## src/rtl/dcache_req_ctrl_pkg.sv

```systemverilog
// dcache_req_ctrl_pkg: shared FSM state encodings and access size codes for the data-cache request path.
package dcache_req_ctrl_pkg;
  typedef enum logic [1:0] {ST_IDLE, ST_WAIT, ST_DRAIN} state_t;
  localparam logic [1:0] SIZE_BYTE = 2'd0;
  localparam logic [1:0] SIZE_HALF = 2'd1;
  localparam logic [1:0] SIZE_WORD = 2'd2;
endpackage

```

## src/rtl/dcache_req_ctrl.sv

```systemverilog
// dcache_req_ctrl: issues EX-stage requests to the data cache and filters responses cancelled by a flush.
// Define DCACHE_REQ_PIPELINE_EN to allow two outstanding requests instead of one.
module dcache_req_ctrl
  import dcache_req_ctrl_pkg::*;
#(
  parameter int ADDR_W = 32
) (
  input  logic              clk,
  input  logic              reset,
  input  logic              es_req_valid,
  input  logic              es_req_wr,
  input  logic [1:0]        es_req_size,
  input  logic [3:0]        es_req_wstrb,
  input  logic [ADDR_W-1:0] es_req_addr,
  input  logic [31:0]       es_req_wdata,
  output logic              es_req_ready,
  output logic              dc_req,
  output logic              dc_wr,
  output logic [1:0]        dc_size,
  output logic [3:0]        dc_wstrb,
  output logic [ADDR_W-1:0] dc_addr,
  output logic [31:0]       dc_wdata,
  input  logic              dc_addr_ok,
  input  logic              dc_data_ok,
  input  logic [31:0]       dc_rdata,
  input  logic              flush,
  output logic              ms_data_ok,
  output logic [31:0]       ms_rdata,
  output logic              busy,
  output logic              proto_err
);
`ifdef DCACHE_REQ_PIPELINE_EN
  localparam int MAX_OUT = 2;
  localparam int CW = 2;
`else
  localparam int MAX_OUT = 1;
  localparam int CW = 1;
`endif
  state_t state, state_nxt;
  logic [CW-1:0] outstanding, out_nxt, cancel_cnt, cancel_nxt;
  logic full, accept, dok;
  assign dc_wr = es_req_wr;
  assign dc_size = es_req_size;
  assign dc_wstrb = es_req_wstrb;
  assign dc_addr = es_req_addr;
  assign dc_wdata = es_req_wdata;
  assign full = outstanding == CW'(MAX_OUT);
  assign dc_req = es_req_valid & ~full & ~flush & (state != ST_DRAIN);
  assign accept = dc_req & dc_addr_ok;
  assign es_req_ready = accept;
  // a data_ok with nothing outstanding is a protocol error and never touches the counters
  assign dok = dc_data_ok & (outstanding != '0);
  assign ms_data_ok = dc_data_ok & ~flush & (state == ST_WAIT);
  assign ms_rdata = dc_rdata;
  assign busy = state != ST_IDLE;
  always_comb begin
    out_nxt = outstanding + CW'(accept) - CW'(dok);
    cancel_nxt = cancel_cnt;
    state_nxt = state;
    if (state == ST_DRAIN) begin
      cancel_nxt = cancel_cnt - CW'(dok);
      state_nxt = (cancel_nxt == '0) ? ST_IDLE : ST_DRAIN;
    end else if (flush) begin
      cancel_nxt = out_nxt;
      state_nxt = (out_nxt == '0) ? ST_IDLE : ST_DRAIN;
    end else begin
      state_nxt = (out_nxt == '0) ? ST_IDLE : ST_WAIT;
    end
  end
  always_ff @(posedge clk or posedge reset) begin
    if (reset) begin
      state <= ST_IDLE;
      outstanding <= '0;
      cancel_cnt <= '0;
      proto_err <= 1'b0;
    end else begin
      state <= state_nxt;
      outstanding <= out_nxt;
      cancel_cnt <= cancel_nxt;
      proto_err <= proto_err | (dc_data_ok & (outstanding == '0));
    end
  end
endmodule
```

## config.mk

```make
export PLATFORM = sky130hd
export DESIGN_NAME = dcache_req_ctrl
export DESIGN_NICKNAME = d
export VERILOG_FILES = /design/src/rtl/dcache_req_ctrl_pkg.sv /design/src/rtl/dcache_req_ctrl.sv
export SDC_FILE = /design/constraint.sdc
export NUM_CORES = 1
export LEC_CHECK = 0
export BUFFER_PORTS_ARGS = -buffer_cell sky130_fd_sc_hd__clkbuf_2
export CAP_MARGIN = 20
export CORE_AREA = 2 2 83 85
export CTS_CLUSTER_SIZE = 40
export DETAILED_ROUTE_END_ITERATION = 8
export DIE_AREA = 0 0 85 87
export GPL_TIMING_DRIVEN = 1
export PLACE_DENSITY = 0.59
export SETUP_SLACK_MARGIN = 0.2
export SLEW_MARGIN = 20
export SYNTH_ARGS = -nofsm -noshare
export SYNTH_HDL_FRONTEND = slang
export SYNTH_SLANG_ARGS = --single-unit
export TNS_END_PERCENT = 20
```

## constraint.sdc

```tcl
create_clock -name clk -period 1.3 [get_ports clk]
set_input_delay 0.26 -clock clk [delete_from_list [all_inputs] [get_ports clk]]
set_output_delay 0.26 -clock clk [all_outputs]
set_load 0.02 [all_outputs]
```

# Yosys cells after proc, flatten, opt, wreduce, memory -nomap -nowiden
# Index checks and enable logic that the tools add are counted.
# Widths: inputs -> output; s select.
[classes]
addsub = 3
eq_ne = 3
muxes = 7
n_bitwise = 11
reduce_logical = 2
[ops]
columns = ["op", "n"]
rows = [
  ["$and 1x1->1", 8],
  ["$mux 2", 4],
  ["$reduce_bool 2->1", 2],
  ["$mux 1", 3],
  ["$eq 2x1->1 const B", 1],
  ["$eq 2x2->1 const B", 1],
  ["$ne 2x2->1 const B", 1],
  ["$not 1->1", 2],
  ["$sub 1x1->1", 2],
  ["$add 1x1->1", 1],
  ["$or 1x1->1", 1],
]
[word_totals]
reg_bits = 5
input_bits = 109
elab_cells = 30

# Depth between registers and ports, before layout
[logic_depth]
word_depth = 10
mapped_depth = 3

# Worst setup path after synthesis
# Ideal clock, no wire load.
[synth_timing]
path_type = "flip-flop to output port"
startpoint = "register state[1]"
endpoint = "output dc_req"
arrival_time_ns = 1.078
path_slack_ns = -0.038
stages_incl_launch_ff = 4
n_path_buf = 0
path_cell_list = "dfrtp_1 > nor2b_4 > or2_4 > nor3b_2"
[synth_via]
elab_chain_cells = 2
[synth_rtl]
columns = ["item", "line_no", "text"]
rows = [
  ["from (decl)", "dcache_req_ctrl.sv:39", "state_t state, state_nxt;"],
  ["from (signal assigned)", "dcache_req_ctrl.sv:77", "state <= state_nxt;"],
  ["$ne 2x2->1", "dcache_req_ctrl.sv:48", "assign dc_req = es_req_valid & ~full & ~flush & (state != ST_DRAIN);"],
  ["$and 1x1->1", "dcache_req_ctrl.sv:48", ""],
  ["to (decl)", "dcache_req_ctrl.sv:17", "output logic dc_req,"],
]
# Every way passes these cells.

# Final worst setup path
# Ends and elaborated chain as after synthesis.

==> impl_metrics.ini <==
[drt]
drc_errors = 0
drt.antenna.violating_nets = 0
vias = 385
detail_route.wirelength_um = 1680
vias_per_cell = 3.08
drtPass1Iterations = 4
wl_per_cell_um = 13.4
drt_iter0_drc = 2

[setup_path]
critPathSlowestCell = dfrtp_1
cpPeakStageDelay_ns = 0.37
cp.arrival_ns = 1.32
critPathMaxFanout = 4
path_cells = nor2b_4 > or2_4 > nor3b_4 > clkbuf_8
endpoint_kind = primary output
critPathKind = flop to primary output
crit_required_ns = 1.04
critPathLaunchType = flop
r2r_slack_ns = 0.26

[sta]
hold_viol = 0
drv_slew = 0
slew-limit-headroom_pct = 85.3
worst_slack_ns = -0.282
hold_slack_ns = 0.333
max_freq_mhz = 632
rsz0062_at_grt = yes
worstMarginPinSlew_ns = 0.219
fin_skew_ns = 0.000235
setup_viol = 4
finalCritPeriodShare_pct = 122
period_needed_ns = 1.58
tns_ns = -0.724

[outcome]
violations = setup timing
status = finished, violations left

[grt]
grt_usage_pct = 4.13
grt_max_degree = 7
grt_pass1_wl_um = 2220
grt_overflow = 0
antenna_found_initial = 0
grt_pass1_vias = 399

[pwr]
power_mw = 0.556
ir_worst_vdd_uv = 316
cellPowerDensity_nw_per_um2 = 1020
leakage_nw = 0.223

[placed_design]
dp_slack_ns = -0.0632
place_congestion = 0.702
hpwlAfterDp_um = 1360
io_buffers = 10
placed_cells = 120
place_area_um2 = 459

[layout]
diodes = 0
nets = 155
final_util_pct = 8.30
final_common_cell = clkbuf_2
instances_no_fill = 125
drive_gt1_share_pct = 53.3
stdcell_area_um2 = 546
area_growth_pct = -47.7
layout_common_cells = 6 x clkbuf_2, 5 x dfrtp_1, 5 x clkbuf_8

[floorplan]
dieHeight_um = 87
die_area_um2 = 7400
pin_count = 217
start_util_pct = 15.9
row_count = 30
core_um2 = 6570
dieWidth_um = 85

[clock_network]
clk_pin_slew_ns = 0.04
clk_latency_ns = 0.22
post_cts_buffers = 0
cts-buffers-inserted = 3
h-tree-depth = 1
clockBufferDepth = 2
numClockSinks = 5
cts_tree = done
cts-root-buf = clkbuf_8

[synthesis]
syn_area_per_cell_um2 = 8.09
yosysUniqueCellTypes = 19
yosys_warnings = 0
syn_area_um2 = 1040
yosysTopAreaCell = buf_4
ys_ff_latch = 5
synth.area.top_cells = buf_4 74%, dfrtp_1 12%, o21ai_1 1.9%
syn_inst = 129
seq_area_frac_synth_pct = 12.0
synth_top_cell_area_share_pct = 74.1
syn-num-nets = 238

[worst_hold_path]
hold_path_class = input pin to flop

[job]
cap_violations = 0
## sequential cells by signal (all words and copies together) (netlist names)
name / cells
full: 1
state: 2
proto_err: 1
cancel_cnt: 1
## area by class of cell
type / count / area, um2
Inverter: 2 / 7.51
Multi-Input combinational cell: 19 / 150
Timing Repair Buffer: 15 / 118
Fill cell: 753 / 6020
Clock buffer: 4 / 45.0
Tap cell: 80 / 100
Sequential cell: 5 / 125
## cell usage after synthesis
master    instances
buf_4           103
dfrtp_1           5
o21ai_1           4
inv_1             2
a21boi_0          1
a21o_1            1
a21oi_1           1
and3b_1           1
and4bb_2          1
mux2i_1           1
nand2_1           1
nand2b_1          1
nand3_1           1
nor2_1            1
nor2b_1           1
nor2b_4           1
nor3b_2           1
or2_2             1
or2_4             1
## metal layers
metal | track usage (%) | vias up | wire (um)
li1 | - | 128 | -
met1 | 2.33 | 144 | 323
met3 | 3.41 | 48 | 372
met5 | 0 | - | 0
met4 | 8.23 | 0 | 260
met2 | 5.33 | 65 | 723
## report_power, final
part,internal [mW],switching (mW),total [mW]
clock,0.211,0.0777,0.288
sequential,0.165,0.00657,0.172
combinational,0.0492,0.0465,0.0956
## path summary, 6_finish.rpt
check / startpoint / to / cells past startpoint
hold / removal: dc_data_ok / proto_err / 2
setup reg to reg: full / cancel_cnt / 4
max in group asynchronous: reset / full / 3
min in group asynchronous: reset / cancel_cnt / 3
hold reg to reg: proto_err / proto_err / 1
setup / recovery: state[1] / dc_req / 4
## worst max-delay path: cells and delay by family, from the launching register on
kind	cells	cell delay, ns
DFF	1	0.37
and+or+nand+nor	3	0.57
buffers and inverters	1	0.17
## kinds of logic after synthesis
| kind of cell | Yosys count | synth area share (%) |
|---|---|---|
| buf+inv | 105 | 74.8 |
| simple gates | 11 | 8.39 |
| compound gates | 7 | 3.84 |
| flops | 5 | 12.0 |
| mux | 1 | 0.959 |
## timing repair
action | CTS | global route
setup endpoints to repair | 4 | 6
hold buffers | 1 | 0
hold endpoints to repair | 5 | 0
resized for setup | 6 | 3
pin swaps | 0 | 0
No activity file was read; power rests on OpenSTA's default activity.
